### config.mk
export PLATFORM = sky130hd
export DESIGN_NAME = dsp48a1_mac_sequencer
export DESIGN_NICKNAME = d
export VERILOG_FILES = /design/src/rtl/dsp48a1_mac_sequencer.sv
export SDC_FILE = /design/constraint.sdc
export NUM_CORES = 1
export LEC_CHECK = 0
export ABC_AREA = 1
export BUFFER_PORTS_ARGS = -buffer_cell sky130_fd_sc_hd__buf_2
export CAP_MARGIN = 5
export CORE_AREA = 5 5 130 132
export DETAILED_ROUTE_END_ITERATION = 10
export DIE_AREA = 0 0 135 137
export PLACE_DENSITY = 0.66
export SLEW_MARGIN = 40
export SYNTH_ARGS = -nofsm -noshare
export SYNTH_HDL_FRONTEND = slang
export SYNTH_SLANG_ARGS = --single-unit
### constraint.sdc
create_clock -name CLK -period 2.3 [get_ports CLK]
set_clock_uncertainty 0.2 [all_clocks]
set_input_delay 0.46 -clock CLK [delete_from_list [all_inputs] [get_ports CLK]]
set_output_delay 0.46 -clock CLK [all_outputs]
set_load 0.05 [all_outputs]
### src/rtl/dsp48a1_mac_sequencer.sv
`default_nettype none
// ============================================================================
//  Module   : dsp48a1_mac_sequencer
//  Purpose  : Sequences one DSP48A1 slice through signed multiply-accumulate
//             runs (dot product of N pairs of 18-bit operands, 48-bit result).
//             The slice is expected to be configured with A0REG=B0REG=0,
//             A1REG=B1REG=CREG=DREG=MREG=PREG=OPMODEREG=1, B_INPUT="DIRECT",
//             CARRYINSEL="OPMODE5". The sequencer tracks the three-stage
//             A1/B1 -> M -> P pipeline and returns P on a valid/ready port.
//  Revision : 1.0  initial release
// ----------------------------------------------------------------------------
//  Ports
//    CLK, RSTN            clock / asynchronous active-low reset
//    start, len, abort    run command (len sampled with start), cancel
//    busy                 high whenever not idle
//    s_valid/s_ready      operand stream handshake, s_a / s_b operands
//    res_valid/res_ready  result handshake, res_data accumulated result
//    DSP_*                slice data, OPMODE, clock-enable and reset drives;
//                         DSP_P is the slice P output
// ============================================================================
module dsp48a1_mac_sequencer #(
  parameter int LEN_W = 16
) (
  input  logic             CLK,
  input  logic             RSTN,
  input  logic             start,
  input  logic [LEN_W-1:0] len,
  input  logic             abort,
  output logic             busy,
  input  logic             s_valid,
  output logic             s_ready,
  input  logic [17:0]      s_a,
  input  logic [17:0]      s_b,
  output logic             res_valid,
  input  logic             res_ready,
  output logic [47:0]      res_data,
  output logic [17:0]      DSP_A,
  output logic [17:0]      DSP_B,
  output logic [17:0]      DSP_D,
  output logic [47:0]      DSP_C,
  output logic [17:0]      DSP_BCIN,
  output logic [47:0]      DSP_PCIN,
  output logic             DSP_CARRYIN,
  output logic [7:0]       DSP_OPMODE,
  output logic             DSP_CEA,
  output logic             DSP_CEB,
  output logic             DSP_CEM,
  output logic             DSP_CEOPMODE,
  output logic             DSP_CEP,
  output logic             DSP_CEC,
  output logic             DSP_CED,
  output logic             DSP_CECARRYIN,
  output logic             DSP_RST,
  input  logic [47:0]      DSP_P
);

  // X=M, Z=0: first product of a run overwrites P, so no slice reset is
  // needed between runs.
  localparam logic [7:0] OPM_FIRST = 8'h01;
  // X=M, Z=P: accumulate onto the running P.
  localparam logic [7:0] OPM_ACC   = 8'h09;

  typedef enum logic [1:0] {
    ST_IDLE  = 2'd0,
    ST_RUN   = 2'd1,
    ST_DRAIN = 2'd2,
    ST_HOLD  = 2'd3
  } state_t;

  state_t           state_q, state_d;
  logic [LEN_W-1:0] remaining_q, remaining_d;
  logic             first_q, first_d;
  logic             v1_q, v1_d;
  logic             v2_q, v2_d;
  logic [7:0]       opmode_q, opmode_d;
  logic [47:0]      res_data_q, res_data_d;
  logic             dsp_rst_q, dsp_rst_d;

  logic             abort_act;
  logic             ready;
  logic             beat;

  // abort only has an effect outside IDLE (start wins in IDLE).
  assign abort_act = abort && (state_q != ST_IDLE);
  assign ready     = (state_q == ST_RUN) && (remaining_q != '0) && !abort_act;
  assign beat      = s_valid && ready;

  always_ff @(posedge CLK or negedge RSTN) begin
    if (!RSTN) begin
      state_q     <= ST_IDLE;
      remaining_q <= '0;
      first_q     <= 1'b0;
      v1_q        <= 1'b0;
      v2_q        <= 1'b0;
      opmode_q    <= 8'h00;
      res_data_q  <= '0;
      // Held high through reset and for the cycle up to the first edge
      // after release, so the slice is cleared by its synchronous resets.
      dsp_rst_q   <= 1'b1;
    end else begin
      state_q     <= state_d;
      remaining_q <= remaining_d;
      first_q     <= first_d;
      v1_q        <= v1_d;
      v2_q        <= v2_d;
      opmode_q    <= opmode_d;
      res_data_q  <= res_data_d;
      dsp_rst_q   <= dsp_rst_d;
    end
  end

  always_comb begin
    state_d     = state_q;
    remaining_d = remaining_q;
    first_d     = first_q;
    v1_d        = beat;
    v2_d        = v1_q;
    opmode_d    = opmode_q;
    res_data_d  = res_data_q;
    dsp_rst_d   = 1'b0;

    case (state_q)
      ST_IDLE: begin
        if (start) begin
          if (len != '0) begin
            remaining_d = len;
            first_d     = 1'b1;
            state_d     = ST_RUN;
          end else begin
            res_data_d  = '0;
            state_d     = ST_HOLD;
          end
        end
      end
      ST_RUN: begin
        if (beat) begin
          remaining_d = remaining_q - LEN_W'(1);
          first_d     = 1'b0;
          // Registered with the beat; the slice latches it one edge later
          // alongside M, so it lines up with the product entering P.
          opmode_d    = first_q ? OPM_FIRST : OPM_ACC;
          if (remaining_q == LEN_W'(1)) begin
            state_d = ST_DRAIN;
          end
        end
      end
      ST_DRAIN: begin
        // Both stage-valid bits clear means the last product has already
        // been written into P, so DSP_P is final this cycle.
        if (!v1_q && !v2_q) begin
          res_data_d = DSP_P;
          state_d    = ST_HOLD;
        end
      end
      ST_HOLD: begin
        if (res_ready) begin
          state_d = ST_IDLE;
        end
      end
      default: begin
        state_d = ST_IDLE;
      end
    endcase

    if (abort_act) begin
      state_d   = ST_IDLE;
      v1_d      = 1'b0;
      v2_d      = 1'b0;
      dsp_rst_d = 1'b1;
    end
  end

  assign busy      = (state_q != ST_IDLE);
  assign s_ready   = ready;
  assign res_valid = (state_q == ST_HOLD);
  assign res_data  = res_data_q;

  assign DSP_A         = s_a;
  assign DSP_B         = s_b;
  assign DSP_D         = '0;
  assign DSP_C         = '0;
  assign DSP_BCIN      = '0;
  assign DSP_PCIN      = '0;
  assign DSP_CARRYIN   = 1'b0;
  assign DSP_OPMODE    = opmode_q;

  // Stage enables; an abort silences every stage in the same cycle.
  assign DSP_CEA       = beat;
  assign DSP_CEB       = beat;
  assign DSP_CEM       = v1_q && !abort_act;
  assign DSP_CEOPMODE  = v1_q && !abort_act;
  assign DSP_CEP       = v2_q && !abort_act;
  assign DSP_CEC       = 1'b0;
  assign DSP_CED       = 1'b0;
  assign DSP_CECARRYIN = 1'b0;
  assign DSP_RST       = dsp_rst_q;

endmodule
`default_nettype wire

# Word-level counts from Yosys, hierarchy flattened
# Index checks and enable logic that the tools add are counted.
# Widths: inputs -> output; s select.
[op_classes]
eq_ne = 14
addsub = 1
reduce_logical = 20
muxes = 24
[op_table]
columns = ["cell", "count"]
rows = [
  ["$mux 48", 3],
  ["$pmux 48 s2", 1],
  ["$mux 16", 3],
  ["$pmux 16 s2", 1],
  ["$reduce_bool 16->1", 2],
  ["$eq 16x1->1 const B", 1],
  ["$sub 16x1->16 const B", 1],
  ["$mux 2", 7],
  ["$ne 2x2->1 const B", 5],
  ["$ne 3x3->1 const B", 3],
  ["$pmux 2 s4", 1],
  ["$reduce_and 4->1", 2],
  ["$logic_and 1x1->1", 7],
  ["$mux 1", 6],
  ["$reduce_bool 2->1", 3],
  ["$reduce_and 5->1", 1],
  ["$eq 2x2->1 const B", 2],
  ["$mux 4", 1],
  ["$logic_not 1->1", 3],
  ["$ne 3x1->1 const B", 1],
  ["$ne 3x2->1 const B", 1],
  ["$eq 2x1->1 const B", 1],
  ["$logic_not 2->1", 1],
  ["$pmux 1 s2", 1],
  ["$reduce_and 2->1", 1],
]
[totals]
input_bits = 106
register_bits = 78
word_cells = 67
out_inout_bits = 237

# Longest topological paths before layout
# Gate-level depths: netlist of the first run.
[logic_depth]
ltp_word = 8
depth_mapped = 11
ltp_nobuf = 11

# Least setup slack after synthesis of the first run
# OpenSTA, ideal clock, no wires.
[synth_timing]
path_kind = "flip-flop to output port"
startpoint = "register state_q[0]"
endpoint = "output DSP_CEOPMODE"
path_stages_with_launch = 6
required_time_ns = 1.640
arrival_ns = 1.883
setup_slack_ns = -0.243
path_cell_list = "dfrtp_1 -> inv_1 -> ha_1 -> nor2_2 -> nor2_1 -> buf_4"
[synth_via]
elab_chain_cells = 4
[synth_rtl]
columns = ["item", "line_no", "source"]
rows = [
  ["start, declared", "70", "state_t state_q, state_d;"],
  ["start signal, assigned", "101", "state_q <= state_d;"],
  ["$reduce_bool 2->1", "84", "assign abort_act = abort && (state_q != ST_IDLE);"],
  ["$logic_and 1x1->1", "84", ""],
  ["net abort_act", "79", "logic abort_act;"],
  ["$logic_not 1->1", "--", ""],
  ["$logic_and 1x1->1", "--", ""],
  ["end, declared", "48", "output logic DSP_CEOPMODE,"],
]
# The timed path passes the listed nets, and every way through them passes these cells.

# Final worst setup path of the first run
[layout_timing]
startpoint = "register remaining_q[9]"
endpoint = "output DSP_CEA"
[layout_via]
elab_chain_cells = 4
[layout_rtl]
columns = ["item", "line_no", "source"]
rows = [
  ["start, declared", "71", "logic [LEN_W-1:0] remaining_q, remaining_d;"],
  ["start signal, assigned", "102", "remaining_q <= remaining_d;"],
  ["$reduce_bool 16->1", "85", "assign ready = (state_q == ST_RUN) && (remaining_q != '0) && !abort_act;"],
  ["$logic_and 1x1->1 (2 in a row)", "85", ""],
  ["$logic_and 1x1->1", "86", "assign beat = s_valid && ready;"],
  ["end, declared", "45", "output logic DSP_CEA,"],
]
# Every way passes these cells.

==> results.md, run 1 <==
- Clk sinks: 72
- Share of cells above drive strength 1: 0.269
- Actual slew at the worst max-slew pin: 0.537 ns
- Nets: 869
- Detailed-route DRC error count: 0
- Commonest cells after routing, fill and taps aside: conb_1 (142), nand2_1 (139), buf_2 (124), dfrtp_1 (70), nand3_1 (67)
- Hold Path Origin: DSP_P[26]
- Largest net degree at the start of global routing: 50
- Syn-to-layout area delta: 12.2%
- Antenna cells: 0
- # fillers: 1644
- Reg clk slew, reported paths: 0.06 ns
- Max-cap viol count: 0
- Via/cell ratio: 4.19
- Die Ht: 137 um
- Detail Route Antenna Nets: 0
- Port bufs: 128
- Hold Vio Cnt, Final: 0
- CTS H-tree depth: 3
- Maximum vdd ir drop: 583 uV
- Slew headroom: 0.642
- RSZ-0062 raised after global routing: true
- Die span in x: 135 um
- Min Hold Slack: 0.147 ns
- Mean Syn Cell Area: 7.76 sq um
- Synth Register Bits: 72
- Final setup viols: 0
- Core area: 0.0156 sq mm
- Synth Instances: 656
- Worst setup path start: remaining_q[9]
- Lkg Pwr: 3.32 nW
- Worst EP required: 1.64 ns
- GPL Wtd Cong: 0.868
- Most common cell after layout, fill and taps aside: conb_1
- First-pass GRT wire length: 19300 um
- Routed via count: 4094
- CTS tree: built
- Hold path cells: 3
- TritonCTS Buffers: 9
- GRT Overall Usage: 0.133
- FF-to-FF setup slack: 0.30 ns
- Clock Path Buffers: 2
- Startpoint types: register
- Status: complete, no violations
- Tcrit/Tclk final: 0.985
- Crit end category: output port
- Detailed placer's ending HPWL: 9770 um
- Initial drt markers: 252
- R2r startpoint: state_q[0]
- CP Class: reg2out
- Wire length per cell: 13.4 um
- WL final: 13100 um
- Fmax achieved: 442 MHz
- Initial Util: 0.326
- Register-to-Register Path Depth: 9
- Gr ovfl total: 0
- RR Endpoint: remaining_q[8]
- Design Area, Final: 0.00571 sq mm
- Setup WS post-layout: 0.0351 ns
- Row count: 46
- Final slew viol count: 0
- HP Class: in2reg
- Ys Warns: 0
- Data arrival time of the critical path: 1.60 ns
- Setup WS pre-CTS: 0.132 ns
- Root buf cell: clkbuf_16
- Pwr dens: 1560 mW/mm^2
- Tmin final: 2.26 ns
- Antenna violations before repair: 0
- I/O pin cnt: 343
- First drt pass iteration count: 5
- Cell Area, Placed: 0.00517 sq mm
- Post-synth cell types: 33
- Register area share after synthesis: 0.354
- Clk Latency, worst-skew pair: 0.33 ns
- Mapped Area: 0.00509 sq mm
- Worst-path maximum fanout: 4
- Pwr Total: 0.00890 W
- Die area: 0.0185 sq mm
- Vias in the first global route: 3854
- Hold EP: res_data[26]
==> synthesized netlist by cell type, drive strengths merged <==
master | instances | area (sq um)
mux2i | 1 | 10.0
a21o | 2 | 15.0
dfrtp | 71 | 1780
nand3b | 1 | 7.51
buf | 193 | 1460
nand4 | 5 | 31.3
nand2 | 145 | 573
o21ai | 61 | 317
a21oi | 4 | 20.0
conb | 1 | 3.75
xor2 | 4 | 35.0
ha | 7 | 87.6
nand3 | 68 | 345
nor2 | 46 | 188
xnor2 | 1 | 8.76
inv | 27 | 101
dfstp | 1 | 26.3
or2 | 3 | 18.8
a21boi | 2 | 15.0
clkbuf | 12 | 45.0
o21bai | 1 | 7.51
==> kinds of logic (layout without fill, tap and decap cells) <==
logic type               count (synthesis)  count (layout)  synth area share
flip-flops                              72              72             0.354
AO/OA/AOI/OAI                           70              70            0.0735
multiplexers                             1               1           0.00197
XOR/XNOR                                 5               5           0.00860
other                                    1             142          0.000737
AND/OR/NAND/NOR                        268             268             0.229
buffers and inverters                  232             196             0.315
adder cells (fa/ha/maj)                  7               7            0.0172
==> flip-flops by register name, summed over array words and instances (netlist names) <==
| signal | cells |
|---|---|
| v1_q | 1 |
| res_data | 48 |
| DSP_OPMODE | 2 |
| DSP_RST | 1 |
| remaining_q | 16 |
| v2_q | 1 |
| first_q | 1 |
| state_q | 2 |
==> what timing repair did <==
action                     in CTS  in global routing
gates resized for setup        16                  9
setup endpoints to repair       5                  3
pin swaps                       5                  8
setup buffers                  10                  4
hold endpoints to repair       31                  0
hold buffers                    1                  0
cloned                          0                  0
==> worst max-delay path, cell delays in order, from the launching register on <==
cell and delay [ns]:
dfrtp_2 0.43, nor2_4 0.13, nand2_1 0.07, nor2_1 0.13, nand2_2 0.11, nand3_4 0.10
clkinvlp_4 0.13, buf_8 0.17
==> per-stage QoR <==
stage                util  setup TNS (ns)  std cells
finish              0.366               0        977
CTS                 0.362               0        973
global placement    0.331               0        946
floorplan               -               0        797
detailed placement  0.331               0        946
global route        0.366         -0.0933        977
==> routing by layer <==
layer / global-route usage / vias to the layer above / routed length [um]
met3: 0.0298 / 48 / 1160
met1: 0.154 / 1882 / 4970
met5: 0 / - / 0
met4: 0.0834 / 0 / 561
li1: - / 1968 / -
met2: 0.222 / 196 / 6370
==> cell type report <==
cell class / count / area (sq um) / share of cell area
Clock inverter: 6 / 115 / 0.0202
Inverter: 27 / 105 / 0.0184
Timing Repair Buffer: 153 / 893 / 0.156
Clock buffer: 10 / 229 / 0.0401
Tap cell: 216 / 270 / 0.0473
Multi-Input combinational cell: 493 / 2290 / 0.401
Sequential cell: 72 / 1800 / 0.316
==> how the worst max path moves through the flow <==
| stage | endpoint |
|---|---|
| 2_1_floorplan | DSP_CEOPMODE |
| 3_3_place_gp | DSP_CEA |
| 3_5_place_dp | DSP_CEA |
| 4_1_cts | DSP_CEA |
| 5_1_grt | DSP_CEA |
| 6_report | DSP_CEA |
==> power by group <==
| group | total (W) | switching [W] | leakage, nW | internal [W] |
|---|---|---|---|---|
| Sequential | 0.00212 | 0.000330 | 0.954 | 0.00179 |
| Combinational | 0.00514 | 0.00386 | 2.20 | 0.00128 |
| Clock | 0.00163 | 0.000563 | 0.164 | 0.00107 |
Power figures use the tool's default switching activity.
==> inputs of run 2 (changes only) <==
- CORE_AREA: 5 5 130 132 -> 2 2 135 137
- DIE_AREA: 0 0 135 137 -> 0 0 137 139
- PLACE_DENSITY: 0.66 -> unset
- REMOVE_ABC_BUFFERS: unset -> 1
==> results.md, run 2 (synthesis results as in run 1) <==
- Status: complete, no violations
- GRT Overall Usage: 0.145
- HP Class: in2reg
- Detail Route Antenna Nets: 0
- P_int: 0.00394 W
- Syn-to-layout area delta: 11.7%
- Logic pwr share: 0.581
- Worst EP required: 1.64 ns
- RSZ-0062 raised after global routing: true
- Gr ovfl total: 0
- Worst-path maximum fanout: 4
- Post-Route Setup TNS: 0 ns
- Lkg Pwr: 3.31 nW
- Vias in the first global route: 3648
- Detailed placer's ending HPWL: 10400 um
- Via/cell ratio: 4.16
- Maximum vdd ir drop: 621 uV
- Detailed-route DRC error count: 0
- Antenna violations before repair: 1
- Clk sinks: 72
- Most common cell after layout, fill and taps aside: conb_1
- Worst path cell trace: inv_2 > ha_4 > nor2_4 > nor2_4 > nand3_2 > inv_2 > buf_8
- Largest net degree at the start of global routing: 49
- Final setup viols: 0
- Largest register FFs: 48
- Initial drt markers: 153
- CP Class: reg2out
- First drt pass iteration count: 5
- Die area: 0.0190 sq mm
- Commonest cells after routing, fill and taps aside: conb_1 (142), nand2_1 (141), buf_2 (121), dfrtp_1 (68), nand3_1 (67)
- Psw: 0.00480 W
- Fmax achieved: 443 MHz
- Post-Layout Cell Count: 990
- Die span in x: 137 um
- Clk Latency, worst-skew pair: 0.34 ns
- Slew headroom: 0.643
- CTS tree: built
- Reg power frac: 0.250
- Routed via count: 4119
- First-pass GRT wire length: 20700 um
- CTS H-tree depth: 3
- I/O pin cnt: 343
- Antenna cells: 0
- Cells after DPL: 964
- WL final: 14200 um
- Crit end category: output port
- TritonCTS Buffers: 9
- Data arrival time of the critical path: 1.60 ns
- Port bufs: 128
- Max-cap viol count: 0
- Actual slew at the worst max-slew pin: 0.535 ns
- Die Ht: 139 um
- Reg clk slew, reported paths: 0.07 ns
- Clock power share: 0.169
- Final slew viol count: 0
- Hold Vio Cnt, Final: 0
- Startpoint types: register
- Sw frac: 0.549
- CP peak stage delay: 0.46 ns
- Share of cells above drive strength 1: 0.267
- Wire length per cell: 14.4 um
- Initial Util: 0.288
- Root buf cell: clkbuf_16
- Nets: 869
- Tcrit/Tclk final: 0.982
- Crit-path slowest cell: dfrtp_2
- GPL Wtd Cong: 0.854
- Pwr dens: 1540 mW/mm^2
- Tmin final: 2.26 ns
- Core area: 0.0177 sq mm
- Row count: 49
- Clock Path Buffers: 2
==> run 2: power groups by stage <==
stage                     sequential (W)  clock (W)  combinational (W)
final                            0.00218    0.00148            0.00507
after global routing             0.00226    0.00159            0.00549
after CTS                        0.00216    0.00153            0.00492
after detailed placement         0.00215          0            0.00486
after global placement           0.00216          0            0.00483
after floorplan                  0.00335          0            0.00230
==> run 2: per-layer routing <==
layer,global-route usage,vias to the layer above,wire [um]
met1,0.210,1885,6490
met4,0.0537,6,285
li1,-,1959,-
met3,0.0731,17,1890
met2,0.177,252,5430
met5,0.0423,-,126
==> run 2: layout make-up <==
cell class                 count  area [sq um]
tap                          229           287
timing repair buffer         153           900
clock inverter                 5          65.1
fill                        1916         12000
sequential                    72          1810
inverter                      27           101
clock buffer                  11           243
multi-input combinational    493          2280
==> run 2: path summary, 6_finish.rpt <==
kind	from	end	slack (ns)	cells past startpoint
worst max-delay path	state_q[0]	DSP_CEB	0.04	7
worst min-delay path	DSP_P[3]	res_data[3]	0.14	3
worst max register to register	state_q[0]	res_data[25]	0.29	9
worst min register to register	first_q	DSP_OPMODE[3]	0.26	1
max in group asynchronous	RSTN	res_data[42]	0.86	3
min in group asynchronous	RSTN	remaining_q[9]	0.42	2
==> run 2: what timing repair did <==
item / in CTS / in global routing
gates resized for setup: 16 / 18
hold buffers: 1 / 0
setup buffers: 0 / 9
hold endpoints to repair: 25 / 0
endpoints found under the setup margin: 6 / 4
pin swaps: 0 / 6
==> run 2: critical path: cells and delay by family, from the launching register on <==
family | cells | cell delay [ns]
flip-flops | 1 | 0.46
buffers and inverters | 3 | 0.36
AND/OR/NAND/NOR | 3 | 0.25
adder cells (fa/ha/maj) | 1 | 0.17
==> run 2: through the flow <==
| stage | power [W] | utilization | area [sq um] | hold slack [ns] | setup WS [ns] |
|---|---|---|---|---|---|
| after global placement | 0.00699 | 0.294 | 5200 | 0.238 | 0.205 |
| final | 0.00874 | 0.322 | 5690 | 0.139 | 0.0405 |
| after global routing | 0.00934 | 0.322 | 5690 | 0.134 | -0.0221 |
| after detailed placement | 0.00701 | 0.294 | 5200 | 0.244 | 0.139 |
| after CTS | 0.00860 | 0.315 | 5560 | 0.123 | 0.00460 |
| after floorplan | 0.00565 | - | 4120 | -0.0356 | -1.43 |
==> inputs of run 3 (changes only) <==
- clock period: 2.3 -> 2.16 ns (I/O delays scaled with it)
==> results.md, run 3 (synthesis results as in run 1) <==
- Startpoint types: register
- Die Ht: 139 um
- Final slew viol count: 0
- Actual slew at the worst max-slew pin: 0.539 ns
- Reg power frac: 0.226
- Pwr dens: 1660 mW/mm^2
- Antenna cells: 0
- Die area: 0.0190 sq mm
- RSZ-0062 raised after global routing: true
- Hold Path Origin: DSP_P[31]
- Gr ovfl total: 0
- Largest net degree at the start of global routing: 49
- CTS H-tree depth: 3
- Initial drt markers: 254
- Fmax achieved: 467 MHz
- # fillers: 1890
- Initial Util: 0.288
- Via/cell ratio: 4.20
- CP Class: reg2out
- Data arrival time of the critical path: 1.51 ns
- Port bufs: 128
- Slew headroom: 0.641
- Psw: 0.00532 W
- Clk sinks: 72
- Hold path cells: 3
- Routed via count: 4276
- Wire length per cell: 14.6 um
- Share of cells above drive strength 1: 0.305
- Largest register FFs: 48
- Die span in x: 137 um
- Nets: 896
- Hold EP: res_data[31]
- GRT Overall Usage: 0.148
- HP Class: in2reg
- Cells after DPL: 970
- Worst Path Buf+Inv: 2
- Max-cap viol count: 0
- P_int: 0.00475 W
- Status: complete, no violations
- Antenna violations before repair: 0
- CTS tree: built
- Vias in the first global route: 3800
- Min Hold Slack: 0.111 ns
- Most common cell after layout, fill and taps aside: conb_1
- Clock Path Buffers: 2
- Reg clk slew, reported paths: 0.07 ns
- Family with the most delay on the worst path: simple AND/OR/NAND/NOR gates
- I/O pin cnt: 343
- Reg area: 0.00181 sq mm
- Detail Route Antenna Nets: 0
- Sw frac: 0.529
- Commonest cells after routing, fill and taps aside: conb_1 (142), nand2_1 (139), buf_2 (121), dfrtp_1 (67), nand3_1 (67)
- Detailed-route DRC error count: 0
- TritonCTS Buffers: 9
- GPL Wtd Cong: 0.831
- Logic pwr share: 0.607
- First drt pass iteration count: 5
- Clk Latency, worst-skew pair: 0.34 ns
- Root buf cell: clkbuf_16
- FF-to-FF setup slack: 0.16 ns
- Worst path cell trace: nor2_2 > nand2_2 > nor2_2 > nand2_2 > nand3_4 > inv_4 > buf_8
- Area occupied by multi-input gates: 0.00232 sq mm
- Register-to-Register Path Depth: 12
- Crit end category: output port
- Hold Vio Cnt, Final: 0
- Tcrit/Tclk final: 0.992
- Tmin final: 2.14 ns
- WL final: 14900 um
- Clock power share: 0.167
- First-pass GRT wire length: 21300 um
- Post-Layout Cell Count: 1017
- Worst-path maximum fanout: 3
- RR Endpoint: res_data[37]
- Crit-path slowest cell: dfrtp_1
- Core area: 0.0177 sq mm
- Maximum vdd ir drop: 695 uV
- R2r startpoint: state_q[0]
- Lkg Pwr: 3.48 nW
- Final setup viols: 0
- CP peak stage delay: 0.41 ns
- Row count: 49
- Detailed placer's ending HPWL: 10600 um
- Syn-to-layout area delta: 19.0%
- Worst EP required: 1.53 ns
[run 3: cell count changes in the layout (fill, tap and decap cells not counted), sizes merged]
cell | before | now
buf | 152 | 176
bufinv | 1 | 2
clkbuf | 11 | 12
clkinv | 3 | 1
clkinvlp | 0 | 2
inv | 28 | 29
[run 3: worst max path at each step]
stage,to,depth (start not counted),slack [ns],start
final,DSP_CEB,7,0.02,remaining_q[5]
after global routing,DSP_CEB,8,-0.08,remaining_q[1]
after CTS,DSP_CEA,7,-0.05,state_q[1]
after detailed placement,res_data[6],9,0.06,state_q[0]
after global placement,res_data[35],9,0.10,state_q[0]
after floorplan,res_data[0],6,-1.57,state_q[0]
[run 3: power groups by stage]
stage          registers [W]  logic [W]  clock network (W)
2_1_floorplan        0.00357    0.00245                  0
3_3_place_gp         0.00231    0.00525                  0
3_5_place_dp         0.00230    0.00530                  0
4_1_cts              0.00227    0.00558            0.00175
5_1_grt              0.00235    0.00659            0.00179
6_report             0.00228    0.00612            0.00168
[run 3: worst register-to-register path, cell delays in order (launching register included)]
cell	delay, ns
dfrtp_2	0.39
inv_2	0.06
ha_4	0.16
buf_4	0.13
inv_2	0.07
nor2_1	0.05
a21oi_2	0.14
nand2_2	0.10
nor2_4	0.14
buf_12	0.13
clkbuf_16	0.18
nand3_1	0.09
nand2_1	0.09
[run 3: cell type report]
| class | count | share of cell area |
|---|---|---|
| clock buffer | 9 | 0.0372 |
| timing repair buffer | 180 | 0.200 |
| tap | 229 | 0.0473 |
| inverter | 27 | 0.0172 |
| multi-input combinational | 493 | 0.383 |
| sequential | 72 | 0.299 |
| clock inverter | 7 | 0.0172 |
[run 3: per-layer routing]
| layer | GRT usage | vias up | routed length (um) |
|---|---|---|---|
| met3 | 0.0786 | 12 | 1870 |
| met5 | 0.0423 | - | 80 |
| met4 | 0.0477 | 2 | 175 |
| met2 | 0.192 | 272 | 6100 |
| met1 | 0.205 | 1977 | 6640 |
| li1 | - | 2013 | - |
[run 3: per-stage QoR]
| stage | total power [W] | setup TNS (ns) | setup slack (ns) | utilization | instance area (sq um) |
|---|---|---|---|---|---|
| after floorplan | 0.00602 | -81.21 | -1.57 | - | 4120 |
| final | 0.0101 | 0 | 0.0165 | 0.343 | 6050 |
| after CTS | 0.00959 | -0.119 | -0.0517 | 0.327 | 5770 |
| after global placement | 0.00756 | 0 | 0.100 | 0.298 | 5270 |
| after global routing | 0.0107 | -0.253 | -0.0771 | 0.343 | 6050 |
| after detailed placement | 0.00760 | 0 | 0.0599 | 0.298 | 5270 |
[run 3: what timing repair did]
| action | in CTS | in global routing |
|---|---|---|
| endpoints found under the setup margin | 6 | 55 |
| gates cloned | 0 | 3 |
| hold endpoints to repair | 27 | 0 |
| hold buffers | 1 | 0 |
| pin swaps | 3 | 12 |
| buffers inserted | 12 | 15 |
| gates resized for setup | 25 | 27 |
